==> src/rtl/vga_sync_gen.sv <==
// 640x480 @ 60 Hz VGA timing: pixel-tick divider, h/v counters, registered syncs and end-of-frame pulse.
// The syncs and frame_tick are computed from the next-state counters so they line up with the x/y they describe.
module vga_sync_gen #(
    parameter int CLK_DIV   = 4,
    parameter int H_DISPLAY = 640,
    parameter int H_FRONT   = 16,
    parameter int H_SYNC    = 96,
    parameter int H_BACK    = 48,
    parameter int V_DISPLAY = 480,
    parameter int V_FRONT   = 10,
    parameter int V_SYNC    = 2,
    parameter int V_BACK    = 33
) (
    input  logic       clk,
    input  logic       reset,
    output logic       hsync,
    output logic       vsync,
    output logic       video_on,
    output logic       p_tick,
    output logic [9:0] x,
    output logic [9:0] y,
    output logic       frame_tick
);

    localparam int H_TOTAL = H_DISPLAY + H_FRONT + H_SYNC + H_BACK;
    localparam int V_TOTAL = V_DISPLAY + V_FRONT + V_SYNC + V_BACK;
    localparam int DIV_W   = $clog2(CLK_DIV);

    localparam logic [DIV_W-1:0] DIV_LAST = DIV_W'(CLK_DIV - 1);
    localparam logic [9:0] H_LAST   = 10'(H_TOTAL - 1);
    localparam logic [9:0] V_LAST   = 10'(V_TOTAL - 1);
    localparam logic [9:0] H_VIS    = 10'(H_DISPLAY);
    localparam logic [9:0] V_VIS    = 10'(V_DISPLAY);
    localparam logic [9:0] HS_START = 10'(H_DISPLAY + H_FRONT);
    localparam logic [9:0] HS_END   = 10'(H_DISPLAY + H_FRONT + H_SYNC - 1);
    localparam logic [9:0] VS_START = 10'(V_DISPLAY + V_FRONT);
    localparam logic [9:0] VS_END   = 10'(V_DISPLAY + V_FRONT + V_SYNC - 1);

    logic [DIV_W-1:0] div_cnt;
    logic [DIV_W-1:0] div_next;
    logic [9:0]       x_next;
    logic [9:0]       y_next;
    logic             tick_next;

    // p_tick decodes straight from the divider register, so it cannot glitch.
    assign p_tick   = (div_cnt == DIV_LAST);
    assign video_on = (x < H_VIS) && (y < V_VIS);

    // NOTE: every output of this block gets a default first, so no latch is inferred.
    always_comb begin
        div_next = (div_cnt == DIV_LAST) ? '0 : div_cnt + 1'b1;
        x_next   = x;
        y_next   = y;
        if (p_tick) begin
            if (x == H_LAST) begin
                x_next = '0;
                y_next = (y == V_LAST) ? '0 : y + 1'b1;
            end else begin
                x_next = x + 1'b1;
            end
        end
    end

    assign tick_next = (div_next == DIV_LAST);

    // NOTE: state uses non-blocking assignments so every register samples pre-edge values.
    always_ff @(posedge clk) begin
        if (!reset) begin
            div_cnt    <= '0;
            x          <= '0;
            y          <= '0;
            hsync      <= 1'b1;
            vsync      <= 1'b1;
            frame_tick <= 1'b0;
        end else begin
            div_cnt    <= div_next;
            x          <= x_next;
            y          <= y_next;
            hsync      <= !((x_next >= HS_START) && (x_next <= HS_END));
            vsync      <= !((y_next >= VS_START) && (y_next <= VS_END));
            frame_tick <= tick_next && (x_next == H_LAST) && (y_next == V_LAST);
        end
    end

endmodule

==> config.mk <==
export PLATFORM = sky130hd
export DESIGN_NAME = vga_sync_gen
export DESIGN_NICKNAME = d
export VERILOG_FILES = /design/src/rtl/vga_sync_gen.sv
export SDC_FILE = /design/constraint.sdc
export NUM_CORES = 1
export LEC_CHECK = 0
export BUFFER_PORTS_ARGS = -buffer_cell sky130_fd_sc_hd__clkbuf_2
export CAP_MARGIN = 20
export CORE_MARGIN = 1.5
export CORE_UTILIZATION = 50
export DETAILED_ROUTE_END_ITERATION = 6
export PLACE_DENSITY_LB_ADDON = 0.3
export SLEW_MARGIN = 25
export SYNTH_ARGS = -nofsm -noshare
export SYNTH_HDL_FRONTEND = slang
export SYNTH_SLANG_ARGS = --single-unit
==> constraint.sdc <==
create_clock -name clk -period 2.08 [get_ports clk]
set_input_delay 0.416 -clock clk [delete_from_list [all_inputs] [get_ports clk]]
set_output_delay 0.416 -clock clk [all_outputs]
set_load 0.005 [all_outputs]
* Word level (Yosys, flattened, before mapping) *
Index checks and enable logic that the tools add are counted.

operators by class
  multiplexer cells = 6
  add/sub/neg operators = 3
  eq/ne operators = 6
  order comparisons = 6
  reductions and logical operators = 7

operator list
  kind                                                                number
  2-to-1 mux 10 bit                                                   5
  == test 10 bit, second input constant                               4
  adder 10 x 1 -> 10 bit, second input constant                       2
  greater-or-equal comparator 10 bit, second input constant           1
  greater-or-equal comparator 10 x 9 -> 1 bit, second input constant  1
  <= comparator 10 bit, second input constant                         1
  <= comparator 10 x 9 -> 1 bit, second input constant                1
  < comparator 10 bit, second input constant                          1
  < comparator 10 x 9 -> 1 bit, second input constant                 1
  logical AND 1 bit                                                   5
  == test 2 bit, second input constant                                2
  adder 2 x 1 -> 2 bit, second input constant                         1
  logical NOT 1 bit                                                   2
  2-to-1 mux 2 bit                                                    1

word-level totals
  output and inout port bits = 25
  register bits = 25
  bits of input ports = 2
  word-level logic and storage cells = 34

* Depth between registers and ports, before layout *
Gate-level depths: netlist of run 1.

  word-level depth = 7
  gate-level depth with buffers = 8
  gate-level depth less buffers = 7

* Worst setup path after synthesis of run 1 *
Ideal clock, no wire load.

  kind = reg-to-reg
  start point = register x[0]
  end point = register vsync
  library setup time = 0.134 ns
  cell stages (with the launch flop) = 7
  data required time = 1.946 ns
  setup slack = -0.206 ns
  clock period less this slack = 2.286 ns
  path buffers = 0
  arrival = 2.152 ns
  cell sequence = dfxtp_1 -> ha_1 -> nor3b_4 -> nand4_2 -> or3_1 -> and2_1 -> or4_1

on the way
  cells in the longest elaborated chain, start to end = 6
  elaborated cells between the ends (all ways) = 7
  classes of those cells = order compare: 2; eq/ne: 1; mux: 2; reduce/logical: 2

ends and longest elaborated chain
  item                                                                                          RTL line  text
  start, declared                                                                               20        output logic [9:0] x,
  start signal, assigned                                                                        77        x <= x_next;
  == test 10 bit *                                                                              55        if (x == H_LAST) begin
  2-to-1 mux 10 bit *                                                                           55
  2-to-1 mux 10 bit *                                                                           54        if (p_tick) begin
  greater-or-equal comparator 10 x 9 -> 1 bit or <= comparator 10 x 9 -> 1 bit (tied branches)  80        vsync <= !((y_next >= VS_START) && (y_next <= VS_END));
  logical AND 1 bit *                                                                           80
  logical NOT 1 bit *                                                                           80
  end signal, assigned                                                                          80
  end, declared                                                                                 17        output logic vsync,

Every way passes the cells marked *; elsewhere a longest branch is shown, timed or not.
A chain may end at the register's enable or synchronous reset.

* Worst setup path after layout of run 1 *
  start point = register y[1]
  end point = register vsync

on the way
  cells in the longest elaborated chain, start to end = 7
  elaborated cells between the ends (all ways) = 9
  classes of those cells = add/sub: 1; order compare: 2; eq/ne: 1; mux: 3; reduce/logical: 2

ends and longest elaborated chain
  item                                                                                          RTL line  text
  start, declared                                                                               21        output logic [9:0] y,
  start signal, assigned                                                                        78        y <= y_next;
  adder 10 x 1 -> 10 bit or == test 10 bit (tied branches)                                      57        y_next = (y == V_LAST) ? '0 : y + 1'b1;
  2-to-1 mux 10 bit                                                                             57
  2-to-1 mux 10 bit                                                                             55
  2-to-1 mux 10 bit *                                                                           54
  greater-or-equal comparator 10 x 9 -> 1 bit or <= comparator 10 x 9 -> 1 bit (tied branches)  80
  logical AND 1 bit *                                                                           80
  logical NOT 1 bit *                                                                           80

Marked as above.

==> key figures, run 1 <==
Synth
  • #FFs+latches synth: 25
  • Largest family of logic cells by synthesized area: simple AND/OR/NAND/NOR gates
  • Synthesized area: 1580 µm²
  • Compound-Gate Fraction of Synth Area: 15.0%
  • Synth unique cells: between 40 and 50
  • Post-Synth Adder-Cell Area: around 4.0%
  • Avg Cell Area, Syn: approximately 8.4 µm²
  • Area share of and/or/nand/nor cells after synthesis: between 30% and 40%
  • Sequential share of the synthesized area: about a third
  • Post-synthesis mux area share: 1.35%
  • Synth warnings: 0
  • Post-synth ARST share: 0%
  • Xor/xnor share of the synthesized area: 6.67%
  • Post-Syn Instances: approximately 190
  • Syn nets: 194
  • EDFF count, synth: 0
  • Most used DFF post-synth: dfxtp_1

Die
  • I/O pins: 27
  • Die ar.: ~3500 µm²
  • Core Area: 3030 µm²
  • Die Height: between 50 and 60 µm
  • Die Width: between 50 and 60 µm
  • Cell Rows: 20
  • Initial Utilization: 52.1%

Worst setup path
  • CP Class: reg2reg
  • Critical path cell sequence: inv_4, ha_4, or4bb_4, o21ai_2, mux2_4, o211ai_1, or4_1
  • Crit start category: register
  • CP arrival: between 2 and 2.5 ns
  • CP Capture Type: register
  • Critical Path RT: around 2.3 ns
  • Delay of the slowest critical-path stage: slightly above 0.5 ns
  • Worst-path maximum fanout: 4
  • Worst path slowest cell: or4_1

Cells and area
  • Most common cell after layout, fill and taps aside: buf_4
  • Ant diodes: 0
  • Multi-input logic area: 1110 µm²
  • Layout net count: ~260
  • Area growth syn-to-layout: 39.0%
  • Register area: about 520 µm²
  • Fraction of layout cells with a size suffix above 1: between 40% and 50%
  • Fin util: between 70% and 80%
  • Fillers: between 200 and 250
  • Final Non-Filler Cells: 293
  • Most frequent cells in the layout: buf_4 (42), clkbuf_2 (26), dfxtp_1 (16), nand3_1 (11), nand2_1 (11)

Power
  • P_leak: between 0.8 and 0.9 nW
  • Switching Fraction: 24.0%
  • Comb pwr share: under 10%
  • Peak supply drop: approximately 260 µV
  • P per Cell Area: 348 nW/µm²
  • Total power: 0.000763 W
  • Int Pwr: around 0.00058 W
  • Seq pwr share: roughly 64%
  • Clock power frac: 29.7%
  • Sw Pwr: 0.000183 W

STA
  • Least-Margin Pin Slew: between 0.4 and 0.5 ns
  • Final Hold Viols: 0
  • Setup ws final: -0.0425 ns
  • Max-slew violations: 0
  • Relative slew margins: slightly below 70%
  • Min Hold Slack: between 0.4 and 0.5 ns
  • Final Cycle Share: 102%
  • Fin Clk Skew: 0.0109 ns
  • Fmax: between 400 and 500 MHz
  • Final setup viols: 2
  • RSZ-0062 raised after global routing: yes
  • Fin crit period: around 2.1 ns

Routing
  • DRT iter0 DRCs: 152
  • DRT Pass-1 Iters: 5
  • Vias per cell: 5.99
  • Wirelength, routed: approximately 4700 µm
  • Wire per inst: around 16 µm
  • Antenna Nets Post-Route: 0
  • DRC Markers: 0
  • Vias post-DR: roughly 1800

Placement
  • Final GP Congestion: roughly 0.99
  • Placed cell count: ~280
  • Port Buffer Count: 26
  • Hpwl dp: between 3000 and 4000 µm

Global route
  • Number of global-route vias before repair: between 1500 and 2000
  • Initial antenna violation count: 0
  • Largest net degree at the start of global routing: 14
  • Total grt overflow: 0
  • Global-route usage over all layers: 26.3%
  • First-pass GRT wire length: approximately 7100 µm

Status
  • Outcome: complete, but fails checks
  • Failing checks: setup timing

Clock network
  • CTS sink count: 25
  • CTS clock-pin slew for the worst setup and hold paths: between 0.1 and 0.15 ns
  • CTS tree: built
  • Clock Tree Root: clkbuf_4
  • Htree depth: 1
  • CTS Hold Bufs: 0
  • Num CTS Buffers: 3
  • Max clock buf depth: 2
  • Clock latency on the worst-skew pair: 0.33 ns

Run
  • Max_cap viols: 0

Worst hold path
  • Worst Hold Class: in2reg
==> final timing paths <==
kind / cells past startpoint / slack (ns) / to / startpoint
setup / recovery: 7 / -0.04 / vsync$_SDFF_PN1_ / y[1]$_SDFF_PN0_
hold / removal: 2 / 0.44 / y[3]$_SDFF_PN0_ / reset
setup reg to reg: 7 / -0.04 / vsync$_SDFF_PN1_ / y[1]$_SDFF_PN0_
hold reg to reg: 1 / 0.47 / div_cnt[0]$_SDFF_PN0_ / div_cnt[0]$_SDFF_PN0_
==> per-layer routing <==
layer | up-vias | wire, µm | global-route usage (%)
li1 | 815 | - | -
met5 | - | 0 | 0
met2 | 95 | 2250 | 41.6
met4 | 0 | 126 | 11.4
met1 | 831 | 1910 | 36.0
met3 | 15 | 409 | 3.06
==> state kept, by name (all words and copies together), names as in the netlist <==
signal	flops
y	10
div_cnt	2
vsync	1
frame_tick	1
hsync	1
x	10
==> critical path: cells and delay by family, from the launching register on <==
kind            cells  cell delay [ns]
buf+inv             1             0.06
compound gates      2             0.28
mux                 1             0.19
fa+ha+maj           1             0.11
simple gates        2             1.00
flops               1             0.39
==> cells by family after synthesis <==
| kind of cell | count (synthesis) |
|---|---|
| and+or+nand+nor | 93 |
| AOI/OAI and AO/OA | 34 |
| DFF | 25 |
| buffers and inverters | 16 |
| xor gates and xnor gates | 12 |
| adders and majority gates | 5 |
| muxes | 2 |
==> power groups by stage <==
stage | registers, W | logic, W | clock network (W)
global route | 0.000490 | 0.0000526 | 0.000252
detailed placement | 0.000499 | 0.0000459 | 0
floorplan | 0.000500 | 0.0000255 | 0
CTS | 0.000491 | 0.0000472 | 0.000233
global placement | 0.000499 | 0.0000429 | 0
finish | 0.000489 | 0.0000476 | 0.000226
==> metrics by stage <==
step | worst slack, ns | area (µm²) | TNS [ns]
finish | -0.0425 | 2190 | -0.0509
global route | -0.118 | 2190 | -0.186
CTS | 0.00781 | 2080 | 0
detailed placement | -0.0904 | 2020 | -0.136
global placement | 0.0429 | 2020 | 0
floorplan | -0.0122 | 1610 | -0.0122
==> repair_timing <==
action | 4_1_cts | 5_1_grt
setup buffers | 1 | 4
pin swaps | 1 | 8
resized for setup | 8 | 24
setup endpoints to repair | 3 | 2
==> cell type report <==
class | instances | share of cell area [%]
clock buffer | 4 | 1.20
inverter | 5 | 0.971
multi-input combinational | 146 | 50.7
sequential | 25 | 23.8
tap | 44 | 2.51
timing repair buffer | 69 | 20.8
==> synth_stat cells (2+ instances only) <==
master	count	area share, %
or4bb_1	2	1.4
nand3_1	11	3.5
nand2_1	11	2.6
ha_1	5	4.0
nor3b_1	4	1.9
a21boi_0	3	1.4
clkbuf_1	5	1.2
buf_2	4	1.3
or3_1	5	2.0
and3_1	4	1.6
dfxtp_1	25	32
and4_1	4	2.2
a21oi_1	4	1.3
nor2_1	8	1.9
or4_1	3	1.4
inv_1	5	1.2
o31ai_1	2	0.95
nand4_1	9	3.6
nor2b_1	9	3.6
xnor2_1	7	3.9
o21a_1	6	2.9
and2_1	5	2.0
nor3_1	8	2.5
o21ai_0	9	2.9
and3b_1	2	1.1
xor2_1	5	2.8
o211ai_1	2	0.95
No activity file was read; power rests on OpenSTA's default activity.
==> run 2, diff against run 1 <==
==> constraint.sdc (replaced) <==
create_clock -name clk -period 2.08 [get_ports clk]
set_input_delay 0.104 -clock clk [delete_from_list [all_inputs] [get_ports clk]]
set_output_delay 0.104 -clock clk [all_outputs]
set_load 0.005 [all_outputs]
==> run 2 against run 1 <==
The flow still finishes with violations (setup timing). Critical endpoint unchanged. Register-to-register slack better by 0.02 ns. Largest cell class unchanged. Global-route usage is 0.13 points lower. Clock-buffer cell count stayed put. Worst setup slack better by 0.024 ns. First-iteration DRC count is 41% lower. Hold slack worse by 0.33 ns. Sequential cell count stayed put. Sequential share of layout area is 0.35 points higher. Maximum frequency is 1.2% higher. Via count is 3.8% lower.
==> key figures, run 2 (synthesis results as in run 1) <==
Worst setup path
  • CP Class: reg2reg
  • Worst path slowest cell: or4_4
  • Cell count along the critical path: 7
  • Worst-path maximum fanout: 4
  • CP Capture Type: register
  • Reg-to-Reg Start: x[1]$_SDFF_PN0_
  • Buffers plus inverters on the worst setup path: 1
  • CP delay by family, top: simple AND/OR/NAND/NOR gates
  • Critical Path RT: 2.30 ns
  • CP arrival: approximately 2.3 ns
  • Crit start category: register
  • Delay of the slowest critical-path stage: approximately 0.49 ns
  • Critical path cell sequence: ha_4, nor3b_4, buf_6, nand4_4, or3_4, and2_4, or4_4
  • Reg2reg setup slack: -0.02 ns
  • Worst Reg-to-Reg Cells: 7
  • Reg2reg end: vsync$_SDFF_PN1_

Cells and area
  • Top Registers: x x10, y x10, div_cnt x2
  • Most frequent cells in the layout: buf_4 (39), clkbuf_2 (26), dfxtp_1 (18), nand3_1 (11), nand2_1 (11)
  • Layout net count: 254
  • Most common cell after layout, fill and taps aside: buf_4
  • Area growth syn-to-layout: 35.0%
  • Fraction of layout cells with a size suffix above 1: roughly two fifths
  • Ant diodes: 0
  • Final instance area: around 2100 µm²

Clock network
  • Clock Tree Root: clkbuf_4
  • Clock latency on the worst-skew pair: around 0.33 ns
  • CTS tree: built
  • CTS Hold Bufs: 0
  • Max clock buf depth: 2
  • Num CTS Buffers: 3
  • CTS clock-pin slew for the worst setup and hold paths: between 0.15 and 0.2 ns
  • CTS sink count: 25
  • Htree depth: 1

Placement
  • Final GP Congestion: around 0.99
  • Area of placed instances: just over 2000 µm²
  • Hpwl dp: 3320 µm
  • Port Buffer Count: 26

STA
  • RSZ-0062 raised after global routing: yes
  • Final Hold Viols: 0
  • Relative slew margins: 71.3%
  • Final setup viols: 1
  • Fin Clk Skew: approximately 0.011 ns
  • Least-Margin Pin Slew: approximately 0.43 ns
  • Final Cycle Share: 101%
  • Min Hold Slack: about 0.11 ns
  • Setup ws final: -0.0183 ns
  • Max-slew violations: 0
  • Fmax: ~480 MHz
  • Fin crit period: ~2.1 ns

Power
  • Int Pwr: a little under 0.0006 W
  • Total power: 0.000776 W
  • Clock power frac: between 30% and 40%
  • Peak supply drop: just over 300 µV
  • Seq pwr share: approximately 63%
  • P per Cell Area: between 300 and 400 nW/µm²
  • P_leak: 0.853 nW
  • Comb pwr share: under 10%
  • Switching Fraction: between 20% and 30%
  • Sw Pwr: 0.000195 W

Routing
  • DRT iter0 DRCs: 90
  • Vias per cell: around 5.8
  • DRT Pass-1 Iters: 4
  • Vias post-DR: ~1700
  • Wire per inst: between 15 and 20 µm
  • Wirelength, routed: 4670 µm
  • Antenna Nets Post-Route: 0
  • DRC Markers: 0

Die
  • Cell Rows: 20
  • I/O pins: 27
  • Die Height: between 50 and 60 µm
  • Initial Utilization: a little over half
  • Core Area: around 3000 µm²
  • Die ar.: roughly 3500 µm²
  • Die Width: between 50 and 60 µm

Worst hold path
  • Hold Crit Depth: 3
  • Hold path endpoint: frame_tick$_SDFF_PN0_
  • Worst Hold Class: in2reg
  • Worst hold start: reset

Status
  • Outcome: complete, but fails checks
  • Failing checks: setup timing

Global route
  • Initial antenna violation count: 0
  • Global-route usage over all layers: a little over a quarter
  • Largest net degree at the start of global routing: 20
  • First-pass GRT wire length: 7170 µm
  • Number of global-route vias before repair: ~1600
  • Total grt overflow: 0

Run
  • Max_cap viols: 0
run 2: cell count changes in the layout (fill, tap and decap cells not counted), moves of 2 or more:
cell and delta:
ha_4 -2, dfxtp_1 +2, buf_4 -3, a2111oi_2 +2, inv_1 +2, ha_2 +2
or4_4 +2, or4_1 -2, dfxtp_4 -2
run 2: cell type report:
| cell class | count | area [µm²] |
|---|---|---|
| multi-input combinational | 146 | 1080 |
| fill | 251 | 900 |
| sequential | 25 | 514 |
| timing repair buffer | 66 | 434 |
| tap | 44 | 55.1 |
| clock buffer | 4 | 26.3 |
| inverter | 5 | 18.8 |
run 2: routing by layer:
metal / vias up / global-route usage (%) / wire (µm)
li1: 808 / - / -
met1: 805 / 36.1 / 2090
met2: 64 / 44.1 / 2260
met3: 12 / 2.62 / 247
met4: 0 / 5.52 / 70
met5: - / 0 / 0
run 2: worst max path at each step:
| stage | start | slack [ns] | endpoint |
|---|---|---|---|
| after detailed placement | y[0]$_SDFF_PN0_ | -0.11 | vsync$_SDFF_PN1_ |
| after global routing | x[1]$_SDFF_PN0_ | -0.13 | vsync$_SDFF_PN1_ |
| after global placement | div_cnt[0]$_SDFF_PN0_ | 0.04 | vsync$_SDFF_PN1_ |
| after CTS | x[1]$_SDFF_PN0_ | 0.004 | vsync$_SDFF_PN1_ |
| after floorplan | x[0]$_SDFF_PN0_ | -0.01 | vsync$_SDFF_PN1_ |
| final | x[1]$_SDFF_PN0_ | -0.02 | vsync$_SDFF_PN1_ |
run 2: metrics by stage:
step           setup slack, ns  setup TNS [ns]  utilization (%)  cells
3_5_place_dp            -0.106          -0.225             66.7    284
6_report               -0.0183         -0.0183             70.3    290
3_3_place_gp            0.0438               0             66.7    284
5_1_grt                 -0.134          -0.169             70.3    290
4_1_cts                0.00435               0             68.3    289
2_1_floorplan          -0.0122         -0.0122                -    187
run 2: power groups by stage:
stage | combinational [W] | clock (W) | sequential, W
2_1_floorplan | 0.0000255 | 0 | 0.000500
3_3_place_gp | 0.0000427 | 0 | 0.000499
3_5_place_dp | 0.0000453 | 0 | 0.000499
4_1_cts | 0.0000457 | 0.000234 | 0.000489
5_1_grt | 0.0000500 | 0.000255 | 0.000490
6_report | 0.0000463 | 0.000240 | 0.000489
run 2: worst min-delay path: cells and delay by family:
kind | cells | cell delay (ns)
buffers and inverters | 1 | 0.09
AOI/OAI and AO/OA | 2 | 0.21
run 2: timing repair:
action,CTS,global route
setup buffers,1,1
resized for setup,8,15
pin swaps,1,2
endpoints found under the setup margin,3,2
